--- src/rtl/y86_mem_arbiter_if.sv ---
// rtl/y86_mem_arbiter_if.sv - requester and memory bus bundle for y86_mem_arbiter
// Signals:
//   req0/req1, we0/we1, addr0/addr1, wdata0/wdata1   requester commands
//   ack0/ack1, rdata0/rdata1, gnt0/gnt1              requester completion and ownership
//   mem_A, mem_out, mem_WE, mem_RE, mem_in           single-ported memory side
// Modports: slave = arbiter view, master = requesters plus memory view.
interface y86_mem_arbiter_if #(
  parameter int AW = 32,
  parameter int DW = 32
);
  logic          req0, req1;
  logic          we0, we1;
  logic [AW-1:0] addr0, addr1;
  logic [DW-1:0] wdata0, wdata1;
  logic          ack0, ack1;
  logic [DW-1:0] rdata0, rdata1;
  logic          gnt0, gnt1;
  logic [AW-1:0] mem_A;
  logic [DW-1:0] mem_out;
  logic          mem_WE, mem_RE;
  logic [DW-1:0] mem_in;

  modport slave (
    input  req0, req1, we0, we1, addr0, addr1, wdata0, wdata1, mem_in,
    output ack0, ack1, rdata0, rdata1, gnt0, gnt1, mem_A, mem_out, mem_WE, mem_RE
  );

  modport master (
    output req0, req1, we0, we1, addr0, addr1, wdata0, wdata1, mem_in,
    input  ack0, ack1, rdata0, rdata1, gnt0, gnt1, mem_A, mem_out, mem_WE, mem_RE
  );
endinterface

--- src/rtl/y86_mem_arbiter.sv ---
// rtl/y86_mem_arbiter.sv - two-port round-robin arbiter in front of one single-ported memory
// Ports:
//   clk   clock
//   rst   synchronous active-high reset; aborts any transaction in flight
//   bus   y86_mem_arbiter_if.slave: per-port req/we/addr/wdata in, ack/rdata/gnt out;
//         memory side mem_A/mem_out/mem_WE/mem_RE out, mem_in in
// Parameters: AW/DW bus widths, MEM_LAT read latency in cycles (1..15).
module y86_mem_arbiter #(
  parameter int AW      = 32,
  parameter int DW      = 32,
  parameter int MEM_LAT = 2
) (
  input  logic             clk,
  input  logic             rst,
  y86_mem_arbiter_if.slave bus
);
  typedef enum logic [1:0] {IDLE, ISSUE, WAIT, RESP} state_t;

  localparam logic [3:0] LAT_M1 = 4'(MEM_LAT - 1);

  state_t        state_q, state_d;
  logic          port_q, port_d;         // port owning the transaction in flight
  logic          we_q, we_d;             // latched command direction
  logic          last_gnt_q, last_gnt_d;
  logic [3:0]    cnt_q, cnt_d;
  logic          ack0_q, ack0_d, ack1_q, ack1_d;
  logic          gnt0_q, gnt0_d, gnt1_q, gnt1_d;
  logic          mem_we_q, mem_we_d, mem_re_q, mem_re_d;
  logic [AW-1:0] mem_a_q, mem_a_d;
  logic [DW-1:0] mem_out_q, mem_out_d;
  logic [DW-1:0] rdata0_q, rdata0_d, rdata1_q, rdata1_d;

  // On a tie the port that did not win last time gets the memory.
  logic          sel;
  logic          sel_we;
  assign sel    = (bus.req0 && bus.req1) ? ~last_gnt_q : bus.req1;
  assign sel_we = sel ? bus.we1 : bus.we0;

  always_comb begin
    state_d    = state_q;
    port_d     = port_q;
    we_d       = we_q;
    last_gnt_d = last_gnt_q;
    cnt_d      = cnt_q;
    ack0_d     = 1'b0;
    ack1_d     = 1'b0;
    gnt0_d     = gnt0_q;
    gnt1_d     = gnt1_q;
    mem_we_d   = 1'b0;
    mem_re_d   = 1'b0;
    mem_a_d    = '0;
    mem_out_d  = '0;
    rdata0_d   = rdata0_q;
    rdata1_d   = rdata1_q;

    unique case (state_q)
      IDLE: begin
        if (bus.req0 || bus.req1) begin
          // The command is captured straight into the strobe registers, so
          // later changes on the request inputs cannot reach the memory.
          port_d     = sel;
          last_gnt_d = sel;
          we_d       = sel_we;
          mem_a_d    = sel ? bus.addr1 : bus.addr0;
          mem_out_d  = sel_we ? (sel ? bus.wdata1 : bus.wdata0) : '0;
          mem_we_d   = sel_we;
          mem_re_d   = ~sel_we;
          gnt0_d     = ~sel;
          gnt1_d     = sel;
          state_d    = ISSUE;
        end
      end
      ISSUE: begin
        if (we_q) begin
          ack0_d  = ~port_q;
          ack1_d  = port_q;
          state_d = RESP;
        end else begin
          cnt_d   = LAT_M1;
          state_d = WAIT;
        end
      end
      WAIT: begin
        if (cnt_q == 4'd0) begin
          if (port_q) rdata1_d = bus.mem_in;
          else        rdata0_d = bus.mem_in;
          ack0_d  = ~port_q;
          ack1_d  = port_q;
          state_d = RESP;
        end else begin
          cnt_d = cnt_q - 4'd1;
        end
      end
      RESP: begin
        gnt0_d  = 1'b0;
        gnt1_d  = 1'b0;
        state_d = IDLE;
      end
      default: state_d = IDLE;
    endcase
  end

  always_ff @(posedge clk) begin
    if (rst) begin
      state_q    <= IDLE;
      port_q     <= 1'b0;
      we_q       <= 1'b0;
      last_gnt_q <= 1'b1;
      cnt_q      <= 4'd0;
      ack0_q     <= 1'b0;
      ack1_q     <= 1'b0;
      gnt0_q     <= 1'b0;
      gnt1_q     <= 1'b0;
      mem_we_q   <= 1'b0;
      mem_re_q   <= 1'b0;
      mem_a_q    <= '0;
      mem_out_q  <= '0;
      rdata0_q   <= '0;
      rdata1_q   <= '0;
    end else begin
      state_q    <= state_d;
      port_q     <= port_d;
      we_q       <= we_d;
      last_gnt_q <= last_gnt_d;
      cnt_q      <= cnt_d;
      ack0_q     <= ack0_d;
      ack1_q     <= ack1_d;
      gnt0_q     <= gnt0_d;
      gnt1_q     <= gnt1_d;
      mem_we_q   <= mem_we_d;
      mem_re_q   <= mem_re_d;
      mem_a_q    <= mem_a_d;
      mem_out_q  <= mem_out_d;
      rdata0_q   <= rdata0_d;
      rdata1_q   <= rdata1_d;
    end
  end

  assign bus.ack0    = ack0_q;
  assign bus.ack1    = ack1_q;
  assign bus.gnt0    = gnt0_q;
  assign bus.gnt1    = gnt1_q;
  assign bus.rdata0  = rdata0_q;
  assign bus.rdata1  = rdata1_q;
  assign bus.mem_A   = mem_a_q;
  assign bus.mem_out = mem_out_q;
  assign bus.mem_WE  = mem_we_q;
  assign bus.mem_RE  = mem_re_q;
endmodule

--- src/flat_wrapper.sv ---
// flat-port wrapper written by rule: the top's interface ports become plain ports
module y86_mem_arbiter_flat 
#(
  parameter int AW      = 32,
  parameter int DW      = 32,
  parameter int MEM_LAT = 2
)
  (clk, rst, bus_req0, bus_req1, bus_we0, bus_we1, bus_addr0, bus_addr1, bus_wdata0, bus_wdata1, bus_mem_in, bus_ack0, bus_ack1, bus_rdata0, bus_rdata1, bus_gnt0, bus_gnt1, bus_mem_A, bus_mem_out, bus_mem_WE, bus_mem_RE);
  y86_mem_arbiter_if #(.AW(AW), .DW(DW)) bus_i ();
  input  logic clk;
  input  logic rst;
  input wire logic [$bits(bus_i.req0)-1:0] bus_req0;
  input wire logic [$bits(bus_i.req1)-1:0] bus_req1;
  input wire logic [$bits(bus_i.we0)-1:0] bus_we0;
  input wire logic [$bits(bus_i.we1)-1:0] bus_we1;
  input wire logic [$bits(bus_i.addr0)-1:0] bus_addr0;
  input wire logic [$bits(bus_i.addr1)-1:0] bus_addr1;
  input wire logic [$bits(bus_i.wdata0)-1:0] bus_wdata0;
  input wire logic [$bits(bus_i.wdata1)-1:0] bus_wdata1;
  input wire logic [$bits(bus_i.mem_in)-1:0] bus_mem_in;
  output wire logic [$bits(bus_i.ack0)-1:0] bus_ack0;
  output wire logic [$bits(bus_i.ack1)-1:0] bus_ack1;
  output wire logic [$bits(bus_i.rdata0)-1:0] bus_rdata0;
  output wire logic [$bits(bus_i.rdata1)-1:0] bus_rdata1;
  output wire logic [$bits(bus_i.gnt0)-1:0] bus_gnt0;
  output wire logic [$bits(bus_i.gnt1)-1:0] bus_gnt1;
  output wire logic [$bits(bus_i.mem_A)-1:0] bus_mem_A;
  output wire logic [$bits(bus_i.mem_out)-1:0] bus_mem_out;
  output wire logic [$bits(bus_i.mem_WE)-1:0] bus_mem_WE;
  output wire logic [$bits(bus_i.mem_RE)-1:0] bus_mem_RE;
  assign bus_i.req0 = bus_req0;
  assign bus_i.req1 = bus_req1;
  assign bus_i.we0 = bus_we0;
  assign bus_i.we1 = bus_we1;
  assign bus_i.addr0 = bus_addr0;
  assign bus_i.addr1 = bus_addr1;
  assign bus_i.wdata0 = bus_wdata0;
  assign bus_i.wdata1 = bus_wdata1;
  assign bus_i.mem_in = bus_mem_in;
  assign bus_ack0 = bus_i.ack0;
  assign bus_ack1 = bus_i.ack1;
  assign bus_rdata0 = bus_i.rdata0;
  assign bus_rdata1 = bus_i.rdata1;
  assign bus_gnt0 = bus_i.gnt0;
  assign bus_gnt1 = bus_i.gnt1;
  assign bus_mem_A = bus_i.mem_A;
  assign bus_mem_out = bus_i.mem_out;
  assign bus_mem_WE = bus_i.mem_WE;
  assign bus_mem_RE = bus_i.mem_RE;
  y86_mem_arbiter #(.AW(AW), .DW(DW), .MEM_LAT(MEM_LAT)) u_core (.clk(clk), .rst(rst), .bus(bus_i));
endmodule
--- config.mk ---
export PLATFORM = sky130hd
export DESIGN_NAME = y86_mem_arbiter_flat
export DESIGN_NICKNAME = d
export VERILOG_FILES = /design/src/rtl/y86_mem_arbiter_if.sv /design/src/rtl/y86_mem_arbiter.sv /design/src/flat_wrapper.sv
export SDC_FILE = /design/constraint.sdc
export NUM_CORES = 1
export LEC_CHECK = 0
export CAP_MARGIN = 20
export CORE_ASPECT_RATIO = 0.9
export CORE_UTILIZATION = 39
export CTS_CLUSTER_SIZE = 30
export DETAILED_ROUTE_END_ITERATION = 8
export HOLD_SLACK_MARGIN = 0.12
export PLACE_DENSITY_LB_ADDON = 0.15
export SETUP_SLACK_MARGIN = 0.1
export SLEW_MARGIN = 20
export SYNTH_ARGS = -nofsm -noshare
export SYNTH_HDL_FRONTEND = slang
export SYNTH_SLANG_ARGS = --single-unit
--- constraint.sdc ---
create_clock -name clk -period 2.3 [get_ports clk]
set_clock_uncertainty 0.05 [all_clocks]
set_input_delay 0.69 -clock clk [delete_from_list [all_inputs] [get_ports clk]]
set_output_delay 0.69 -clock clk [all_outputs]
set_load 0.05 [all_outputs]
Word-level counts from Yosys, hierarchy flattened. Cells that the tools add are included.

Latch bits: 0. Memory bits (read-only): 0. Memories: 0. Output and inout port bits: 134. Bits in registers: 143. Bits of input ports: 166. Memory bits (writable): 0. Word-level logic and storage cells: 64.

Divide/modulo/power cells: 0. Mux-type cells: 21. Reduce and logical (&&, ||, !) cells: 14. Bitwise logic cells: 6. Order comparisons: 0. Eq/ne operators: 7. $mul: 0. Shift operators: 0. Add/subtract/negate cells: 1.

Operator list (count): two-way mux 32 bit (2); two-way mux 1 bit (9); AND reduction 3 bit (3); two-way mux 4 bit (2); one-hot mux 1 bit (2 select lines) (4); one-hot mux 2 bit (4 select lines) (1); one-hot mux 4 bit (2 select lines) (1); inverter 1 bit (6); AND reduction 2 bit (3); equality test 2 bit, second input constant (2); zero test 4 bit (1); two-way mux 2 bit (2); != test 2 x 1 -> 1 bit, second input constant (2); != test 2 bit, second input constant (2); nonzero test 2 bit (2); OR reduction 4 bit (1); subtractor 4 x 1 -> 4 bit, second input constant (1); OR reduction 3 bit (1); equality test 2 x 1 -> 1 bit, second input constant (1); zero test 2 bit (1); logical AND 1 bit (1); logical OR 1 bit (1).

Depth between registers and ports, before layout. Gate-level depths: netlist of run 1.

Word-level depth: 5. Mapped depth: 8. Mapped depth without buffers: 5.

Least setup slack after synthesis of run 1. OpenSTA, ideal clock, no wires.

Path type: in2reg. Start: in bus_req1. End: reg u_core.mem_out_q[10], in the netlist u_core.bus.mem_out[10]. Slack: 0.495 ns. Stages on the path: 4. Arrival: 1.617 ns. Data required time: 2.112 ns. Setup time: 0.138 ns. Path buffers: 1. Cell sequence: a21boi_4 mux2i_2 buf_4 nor3_2.

Longest elaborated chain between the ends: 5. Elaborated cells on any way between the ends: 8. Classes of those cells: 3 x mux; 2 x bitwise; 3 x reduce/logical.

Ends and longest elaborated chain: start, declared (line flat_wrapper.sv:13) `input wire logic [$bits(bus_i.req1)-1:0] bus_req1;`; logical AND 1 bit (line y86_mem_arbiter.sv:36) `assign sel = (bus.req0 && bus.req1) ? ~last_gnt_q : bus.req1;`; two-way mux 1 bit (line y86_mem_arbiter.sv:36); two-way mux 1 bit (line y86_mem_arbiter.sv:37) `assign sel_we = sel ? bus.we1 : bus.we0;`; inverter 1 bit; OR reduction 4 bit (no source line); end signal, assigned (line y86_mem_arbiter.sv:133) `mem_out_q <= mem_out_d;`; end, declared (line y86_mem_arbiter.sv:30) `logic [DW-1:0] mem_out_q, mem_out_d;`.

Parallel ways exist; a longest one is shown, timed or not. A chain may end at the register's enable or synchronous reset.

Final worst setup path of run 1.
Start: reg u_core.rdata1_q[24], in the netlist u_core.bus.rdata1[24]. End: out bus_rdata1[24].

RTL lines: start, declared (line y86_mem_arbiter.sv:31) `logic [DW-1:0] rdata0_q, rdata0_d, rdata1_q, rdata1_d;`; start signal, assigned (line y86_mem_arbiter.sv:135) `rdata1_q <= rdata1_d;`; end, declared (line flat_wrapper.sv:24) `output wire logic [$bits(bus_i.rdata1)-1:0] bus_rdata1;`.

No word-level cell between the ends.

==> impl_metrics.prom, run 1 <==
# TYPE chip_impl_metric gauge
chip_impl_metric{name="synthCells",unit=""} 621
chip_impl_metric{name="wl_per_cell",unit="um"} 16.0
chip_impl_metric{name="design.die.area",unit="sq mm"} 0.0148
chip_impl_metric{name="final.min_clock_period",unit="ns"} 2.04
chip_impl_metric{name="route.vias.total",unit=""} 5568
chip_impl_metric{name="port-buffer-count",unit=""} 299
chip_impl_metric{name="worst-path-max-fanout",unit=""} 2
chip_impl_metric{name="clkTransAtPathRegs",unit="ns"} 0.06
chip_impl_metric{name="power.share.sequential",unit=""} 0.312
chip_impl_metric{name="postCtsSetupRepairBufs",unit=""} 0
chip_impl_metric{name="count_of_flip_flops_with_a_built_in_enable_after_synthesis",unit=""} 0
chip_impl_metric{name="layout.filler_cells",unit=""} 1176
chip_impl_metric{name="post_drt_antenna_nets",unit=""} 0
chip_impl_metric{name="final_max_slew_viol_count",unit=""} 0
chip_impl_metric{name="max_freq",unit="GHz"} 0.491
chip_impl_metric{name="clockPowerShare",unit=""} 0.328
chip_impl_metric{name="gp_congestion",unit=""} 0.778
chip_impl_metric{name="max-cap-violations",unit=""} 0
chip_impl_info{name="synth_top_flop_cell",value="dfxtp_1"} 1
chip_impl_metric{name="cp_data_required_time",unit="ns"} 1.56
chip_impl_metric{name="detailedRoute.firstIterationViolations",unit=""} 292
chip_impl_metric{name="arrival",unit="ns"} 1.30
chip_impl_metric{name="place_ws",unit="ns"} -0.0395
chip_impl_metric{name="utilization",unit=""} 0.669
chip_impl_metric{name="post-route-drc-count",unit=""} 0
chip_impl_metric{name="finish.net_count",unit=""} 1073
chip_impl_metric{name="core_area",unit="sq mm"} 0.0140
chip_impl_metric{name="boundaryPins",unit=""} 300
chip_impl_metric{name="die_height",unit="um"} 115
chip_impl_metric{name="switching_share",unit=""} 0.361
chip_impl_metric{name="timing_hold_violations_final",unit=""} 0
chip_impl_metric{name="area_growth_syn_to_layout",unit="%"} 67.9
chip_impl_metric{name="synth.lib_cells_used.distinct",unit=""} 42
chip_impl_metric{name="vdd_drop_max",unit="mV"} 0.752
chip_impl_metric{name="power.leakage",unit="nW"} 4.09
chip_impl_metric{name="slew_headroom",unit=""} 0.554
chip_impl_metric{name="routed_wirelength",unit="mm"} 17.8
chip_impl_metric{name="start_util",unit=""} 0.398
chip_impl_metric{name="fin_area",unit="sq mm"} 0.00937
chip_impl_metric{name="yosys_warnings",unit=""} 0
chip_impl_metric{name="dieWidth",unit="um"} 128
chip_impl_metric{name="grt_first_pass_wirelength",unit="mm"} 27.1
chip_impl_metric{name="clock_tree.buffer_depth",unit=""} 2
chip_impl_info{name="worstHoldPathType",value="register to register"} 1
chip_impl_info{name="crit_chain",value="dlygate4sd2_1"} 1
chip_impl_info{name="cts_root_buffer",value="clkbuf_16"} 1
chip_impl_metric{name="cts.sinks",unit=""} 143
chip_impl_metric{name="groute.usage.overall",unit=""} 0.236
chip_impl_metric{name="final_layout_size_suffix_gt1_frac",unit=""} 0.109
chip_impl_metric{name="cpPeakStageDelay",unit="ns"} 0.56
chip_impl_metric{name="flip_flop_and_latch_area",unit="sq mm"} 0.00286
chip_impl_metric{name="fin_ws",unit="ns"} 0.262
chip_impl_metric{name="grt_pass1_vias",unit=""} 5528
chip_impl_metric{name="cp_num_buf_inv",unit=""} 1
chip_impl_metric{name="synth_fp_nets",unit=""} 793
chip_impl_info{name="unrepaired_setup_endpoints_after_global_routing",value="no"} 1
chip_impl_metric{name="total_internal_power",unit="mW"} 6.00
chip_impl_metric{name="floorplan.rows",unit=""} 41
chip_impl_metric{name="total_negative_setup_slacks",unit="ns"} 0
chip_impl_metric{name="post_dp_area",unit="sq mm"} 0.00885
chip_impl_metric{name="min_period_over_period",unit=""} 0.886
chip_impl_metric{name="cts_max_level",unit=""} 4
chip_impl_metric{name="comb_power_share",unit=""} 0.360
chip_impl_metric{name="worst-slew-pin-transition",unit="ns"} 0.669
chip_impl_metric{name="netlist_area",unit="sq mm"} 0.00558
chip_impl_metric{name="numCtsBuffers",unit=""} 17
chip_impl_info{name="worst_setup_path_end_kind",value="output pin"} 1
chip_impl_metric{name="n_antenna_cell",unit=""} 0
chip_impl_metric{name="dpl.hpwl",unit="mm"} 12.6
chip_impl_metric{name="setup_viol_count_final",unit=""} 0
chip_impl_metric{name="yosys_register_bits",unit=""} 143
chip_impl_metric{name="grt_max_degree",unit=""} 77
chip_impl_metric{name="ys_seq_area_frac",unit=""} 0.513
chip_impl_info{name="crit_type",value="register to output pin"} 1
chip_impl_metric{name="initial_antenna_violation_count",unit=""} 0
chip_impl_metric{name="total_switching_power",unit="mW"} 3.39
chip_impl_metric{name="globalRoute.totalOverflow",unit=""} 0
chip_impl_metric{name="p_per_area",unit="mW/mm^2"} 1000
chip_impl_metric{name="multi_input_combinational_cell_area",unit="sq mm"} 0.00247
chip_impl_info{name="cts_tree",value="done"} 1
chip_impl_info{name="status",value="finished clean"} 1
chip_impl_metric{name="first_pass_iters",unit=""} 5
chip_impl_metric{name="syn_area_per_cell",unit="sq um"} 8.98
chip_impl_metric{name="routed_via_density",unit=""} 5.03
chip_impl_metric{name="fin_hold_ws",unit="ns"} 0.421
chip_impl_metric{name="clk_latency",unit="ns"} 0.42
chip_impl_info{name="worst_path_max_delay_cell",value="dlygate4sd2_1"} 1
chip_impl_metric{name="share_of_flip_flops_with_an_asynchronous_set_or_reset_after_synthesis",unit=""} 0
chip_impl_info{name="worstSetupStartpointType",value="register"} 1
chip_impl_info{name="critical_path.top_delay_family",value="buffers and inverters"} 1
[routing by layer]
layer  wire, um  share of wire  GRT usage
met5          0              0          0
met4        461          0.026      0.104
met3       1330          0.075     0.0836
met2       9200           0.52      0.422
met1       6770           0.38      0.254
[worst register-to-register path: cells and delay by family (launching register included)]
family,cells,cell delay (ns)
fa+ha+maj,1,0.31
simple gates,1,0.43
buf+inv,2,0.46
flops,1,0.33
compound gates,2,0.29
[synth_stat cells, types with 5 or more instances]
cell / n / area [sq um]
dfxtp_1: 143 / 2860
ha_1: 6 / 75.1
nor3_2: 28 / 280
clkbuf_1: 37 / 139
nor3_1: 8 / 40.0
inv_1: 5 / 18.8
o21ai_1: 52 / 260
mux2i_1: 33 / 330
o21ai_0: 17 / 85.1
nand2_1: 65 / 244
buf_2: 13 / 65.1
a21oi_1: 105 / 526
nand3_1: 64 / 320
[stage by stage]
| step | std cells | total power [mW] |
|---|---|---|
| after floorplan | 621 | 5.18 |
| after global placement | 1075 | 6.42 |
| after detailed placement | 1075 | 6.51 |
| after CTS | 1107 | 9.45 |
| after global routing | 1107 | 9.81 |
| final | 1107 | 9.39 |
[cell families (layout without fill, tap and decap cells)]
| family | after synthesis | count (layout) | synth area share |
|---|---|---|---|
| and+or+nand+nor | 188 | 188 | 0.187 |
| AOI/OAI and AO/OA | 186 | 186 | 0.176 |
| DFF | 143 | 143 | 0.513 |
| buffers and inverters | 64 | 357 | 0.0487 |
| muxes | 34 | 34 | 0.0617 |
| adders and majority gates | 6 | 6 | 0.0135 |
[cell type report]
type,instances,share of cell area
timing repair buffer,319,0.331
clock buffer,22,0.0485
inverter,6,0.00240
multi-input combinational,414,0.264
tap,193,0.0258
sequential,143,0.306
clock inverter,10,0.0223
[power groups by stage]
stage | Clock, mW | Combinational (mW) | Sequential, mW
6_report | 3.08 | 3.38 | 2.93
5_1_grt | 3.26 | 3.59 | 2.96
4_1_cts | 3.13 | 3.38 | 2.93
3_5_place_dp | 0 | 3.52 | 2.99
3_3_place_gp | 0 | 3.44 | 2.98
2_1_floorplan | 0 | 1.29 | 3.90
[path summary, 6_finish.rpt]
check / startpoint / to / slack (ns) / cells after the start
max: u_core.bus.rdata1[24] / bus_rdata1[24] / 0.26 / 1
min: u_core.bus.rdata0[3] / u_core.bus.rdata0[3] / 0.42 / 2
max reg2reg: u_core.state_q[0] / u_core.bus.rdata0[0] / 0.29 / 6
min reg2reg: u_core.bus.rdata0[3] / u_core.bus.rdata0[3] / 0.42 / 2
[layout by cell type (no fill, tap or decap), types with 2 or more instances in the layout]
master           netlist  layout
nand2_1               65      65
a21oi_1              105     105
nor3b_1                2       2
nand4b_1               2       2
nand3_1               64      64
nor3_1                 8       8
o21ai_0               17      17
o21ai_1               52      52
clkbuf_1              37       4
mux2i_1               33      33
clkbuf_16              0      17
inv_1                  5       5
nor2b_1                3       3
dfxtp_1              143     142
nor2_1                 4       4
nor3_2                28      28
bufinv_16              0       6
clkdlybuf4s50_1        0     164
a21bo_2                1       2
buf_12                 0      12
ha_1                   6       6
buf_4                  4      21
clkinvlp_4             0       2
dlygate4sd2_1          0     121
nand2b_1               4       3
[registers in the layout (all words and copies together), names as in the netlist]
| name | flops |
|---|---|
| u_core.port_q | 1 |
| u_core.bus.mem_out | 32 |
| u_core.bus.gnt0 | 1 |
| u_core.bus.mem_RE | 1 |
| u_core.bus.rdata1 | 32 |
| u_core.last_gnt_q | 1 |
| u_core.bus.ack0 | 1 |
| u_core.bus.ack1 | 1 |
| u_core.we_q | 1 |
| u_core.cnt_q | 4 |
| u_core.state_q | 2 |
| u_core.bus.mem_A | 32 |
| u_core.bus.rdata0 | 32 |
| u_core.bus.gnt1 | 1 |
| u_core.bus.mem_WE | 1 |
[what timing repair did]
action                     CTS  global route
setup endpoints to repair  121             0
hold buffers                 0             0
gates resized for setup    121             0
No activity file was read; power rests on OpenSTA's default activity.
==> inputs of run 2 (changes only) <==
- ABC_AREA: unset -> 1
==> impl_metrics.prom, run 2 <==
# TYPE chip_impl_metric gauge
chip_impl_metric{name="synthCells",unit=""} 787
chip_impl_metric{name="route.vias.total",unit=""} 5509
chip_impl_info{name="yosysTopAreaCell",value="dfxtp_1"} 1
chip_impl_info{name="mostFrequentLayoutCell",value="nand2_1"} 1
chip_impl_metric{name="grt_max_degree",unit=""} 56
chip_impl_metric{name="post-route-drc-count",unit=""} 0
chip_impl_metric{name="p_per_area",unit="mW/mm^2"} 956
chip_impl_metric{name="power.leakage",unit="nW"} 4.70
chip_impl_info{name="worst_setup_path_end_kind",value="output pin"} 1
chip_impl_info{name="cts_tree",value="done"} 1
chip_impl_metric{name="total_switching_power",unit="mW"} 3.25
chip_impl_metric{name="max-cap-violations",unit=""} 0
chip_impl_info{name="crit_type",value="register to output pin"} 1
chip_impl_metric{name="floorplan.rows",unit=""} 41
chip_impl_metric{name="postCtsSetupRepairBufs",unit=""} 0
chip_impl_metric{name="reg2reg_setup_slack",unit="ns"} 0.36
chip_impl_metric{name="flip_flop_and_latch_area",unit="sq mm"} 0.00286
chip_impl_metric{name="clk_latency",unit="ns"} 0.42
chip_impl_metric{name="dieWidth",unit="um"} 129
chip_impl_metric{name="cts.sinks",unit=""} 143
chip_impl_metric{name="start_util",unit=""} 0.400
chip_impl_info{name="crit_chain",value="dlygate4sd2_1"} 1
chip_impl_metric{name="dpl.hpwl",unit="mm"} 12.1
chip_impl_metric{name="numCtsBuffers",unit=""} 17
chip_impl_metric{name="initial_antenna_violation_count",unit=""} 1
chip_impl_metric{name="core_area",unit="sq mm"} 0.0141
chip_impl_info{name="worstSetupStartpoint",value="u_core.bus.mem_out[22]"} 1
chip_impl_metric{name="final.min_clock_period",unit="ns"} 2.04
chip_impl_metric{name="n_antenna_cell",unit=""} 0
chip_impl_metric{name="final_layout_size_suffix_gt1_frac",unit=""} 0.0642
chip_impl_info{name="status",value="finished clean"} 1
chip_impl_metric{name="setup_viol_count_final",unit=""} 0
chip_impl_info{name="most-common-layout-cells",value="279 x nand2_1, 165 x clkdlybuf4s50_1, 143 x dfxtp_1"} 1
chip_impl_metric{name="total_negative_setup_slacks",unit="ns"} 0
chip_impl_metric{name="detailedRoute.firstIterationViolations",unit=""} 241
chip_impl_metric{name="post_drt_antenna_nets",unit=""} 0
chip_impl_metric{name="clkTransAtPathRegs",unit="ns"} 0.06
chip_impl_metric{name="multi_input_combinational_cell_area",unit="sq mm"} 0.00220
chip_impl_info{name="worstHoldPathType",value="register to register"} 1
chip_impl_info{name="ys_top_cells_by_count",value="280 x nand2_1, 143 x dfxtp_1, 138 x nor2_1"} 1
chip_impl_metric{name="final_max_slew_viol_count",unit=""} 0
chip_impl_info{name="unrepaired_setup_endpoints_after_global_routing",value="no"} 1
chip_impl_metric{name="port-buffer-count",unit=""} 299
chip_impl_info{name="synth_top_cells_by_area",value="dfxtp_1 51%, nand2_1 19%, nor2_1 9.2%, a21oi_1 6.3%, inv_1 5.3%"} 1
chip_impl_metric{name="area_growth_syn_to_layout",unit="%"} 63.3
chip_impl_metric{name="gp_congestion",unit=""} 0.799
chip_impl_metric{name="cpPeakStageDelay",unit="ns"} 0.54
chip_impl_metric{name="boundaryPins",unit=""} 300
chip_impl_metric{name="synth.lib_cells_used.distinct",unit=""} 27
chip_impl_metric{name="netlist_area",unit="sq mm"} 0.00562
chip_impl_metric{name="slew_headroom",unit=""} 0.642
chip_impl_metric{name="synth_top_area_frac",unit=""} 0.509
chip_impl_metric{name="routed_wirelength",unit="mm"} 16.4
chip_impl_metric{name="switching_share",unit=""} 0.371
chip_impl_metric{name="die_height",unit="um"} 116
chip_impl_metric{name="comb_power_share",unit=""} 0.360
chip_impl_info{name="worst_r2r_startpoint",value="u_core.state_q[0]"} 1
chip_impl_metric{name="clock_tree.buffer_depth",unit=""} 2
chip_impl_metric{name="vdd_drop_max",unit="mV"} 0.497
chip_impl_metric{name="wl_per_cell",unit="um"} 12.8
chip_impl_metric{name="cp_num_buf_inv",unit=""} 1
chip_impl_metric{name="count_of_flip_flops_with_a_built_in_enable_after_synthesis",unit=""} 0
chip_impl_metric{name="clockPowerShare",unit=""} 0.297
chip_impl_metric{name="place_ws",unit="ns"} 0.130
chip_impl_metric{name="yosys_register_bits",unit=""} 143
chip_impl_metric{name="routed_via_density",unit=""} 4.29
chip_impl_metric{name="timing_hold_violations_final",unit=""} 0
chip_impl_metric{name="grt_pass1_vias",unit=""} 4966
chip_impl_metric{name="synth_fp_nets",unit=""} 959
chip_impl_metric{name="worst-path-max-fanout",unit=""} 1
chip_impl_metric{name="yosys_warnings",unit=""} 0
chip_impl_metric{name="arrival",unit="ns"} 1.30
chip_impl_info{name="post-synth-top-count-cell",value="nand2_1"} 1
chip_impl_metric{name="fin_ws",unit="ns"} 0.260
chip_impl_metric{name="fin_hold_ws",unit="ns"} 0.421
chip_impl_metric{name="finish.net_count",unit=""} 1251
chip_impl_metric{name="power.share.sequential",unit=""} 0.343
chip_impl_metric{name="grt_first_pass_wirelength",unit="mm"} 25.3
chip_impl_metric{name="groute.usage.overall",unit=""} 0.225
chip_impl_info{name="min-delay-start",value="u_core.bus.rdata0[29]"} 1
chip_impl_metric{name="first_pass_iters",unit=""} 4
chip_impl_metric{name="min_period_over_period",unit=""} 0.887
chip_impl_metric{name="cts_max_level",unit=""} 4
chip_impl_metric{name="cp_data_required_time",unit="ns"} 1.56
chip_impl_metric{name="ys_seq_area_frac",unit=""} 0.509
chip_impl_metric{name="share_of_flip_flops_with_an_asynchronous_set_or_reset_after_synthesis",unit=""} 0
chip_impl_metric{name="design.die.area",unit="sq mm"} 0.0149
chip_impl_metric{name="layout.filler_cells",unit=""} 1298
chip_impl_info{name="worst_path_max_delay_cell",value="dlygate4sd2_1"} 1
chip_impl_info{name="critical_path.top_delay_family",value="buffers and inverters"} 1
chip_impl_metric{name="worst-slew-pin-transition",unit="ns"} 0.539
chip_impl_metric{name="utilization",unit=""} 0.653
chip_impl_metric{name="total_internal_power",unit="mW"} 5.52
chip_impl_metric{name="max_freq",unit="GHz"} 0.490
chip_impl_info{name="synth_top_flop_cell",value="dfxtp_1"} 1
chip_impl_info{name="cts_root_buffer",value="clkbuf_16"} 1
chip_impl_metric{name="syn_area_per_cell",unit="sq um"} 7.14
chip_impl_info{name="worstSetupStartpointType",value="register"} 1
chip_impl_metric{name="globalRoute.totalOverflow",unit=""} 0
run 2: logic make-up (layout without fill, tap and decap cells):
group,Yosys count,count (layout),synth area share
AND/OR/NAND/NOR,437,437,0.306
flip-flops,143,143,0.509
buffers and inverters,123,426,0.0993
adder cells (fa/ha/maj),6,6,0.0134
AO/OA/AOI/OAI,78,78,0.0715
run 2: layout make-up:
class,instances,share of cell area
clock buffer,23,0.0510
clock inverter,7,0.00954
inverter,83,0.0339
multi-input combinational,521,0.240
sequential,143,0.312
tap,193,0.0263
timing repair buffer,313,0.328
run 2: routing by layer:
| metal | track usage | vias to the layer above | wire length, um |
|---|---|---|---|
| met4 | 0.151 | 2 | 802 |
| met1 | 0.247 | 2323 | 6720 |
| met5 | 0 | - | 11 |
| met2 | 0.371 | 181 | 7640 |
| li1 | - | 2950 | - |
| met3 | 0.0766 | 53 | 1270 |
run 2: worst paths after layout:
kind,to,cells after the start
max reg2reg,u_core.bus.rdata1[19],6
max,bus_mem_out[22],1
min reg2reg,u_core.bus.rdata0[29],2
min,u_core.bus.rdata0[29],2
run 2: repair_timing:
item	in CTS	in global routing
hold buffers	0	0
gates resized for setup	115	0
setup endpoints to repair	115	0
run 2: power by group through the flow:
stage               Clock [mW]  Sequential [mW]  Combinational, mW
floorplan                    0             4.11               1.15
global placement             0             3.07               3.32
detailed placement           0             3.08               3.34
CTS                       2.67             3.01               3.18
global route              2.77             3.05               3.42
finish                    2.60             3.01               3.16
run 2: metrics by stage:
stage | power (mW) | cell area (sq um) | std cells
5_1_grt | 9.24 | 9180 | 1283
6_report | 8.77 | 9180 | 1283
3_5_place_dp | 6.41 | 8770 | 1253
3_3_place_gp | 6.39 | 8770 | 1253
4_1_cts | 8.87 | 9180 | 1283
2_1_floorplan | 5.26 | 5620 | 787
==> inputs of run 3 (changes only) <==
- ABC_AREA: 1 -> unset
==> results of run 3 <==
No change in the layout: final DEF, timing and power equal those of run 1.
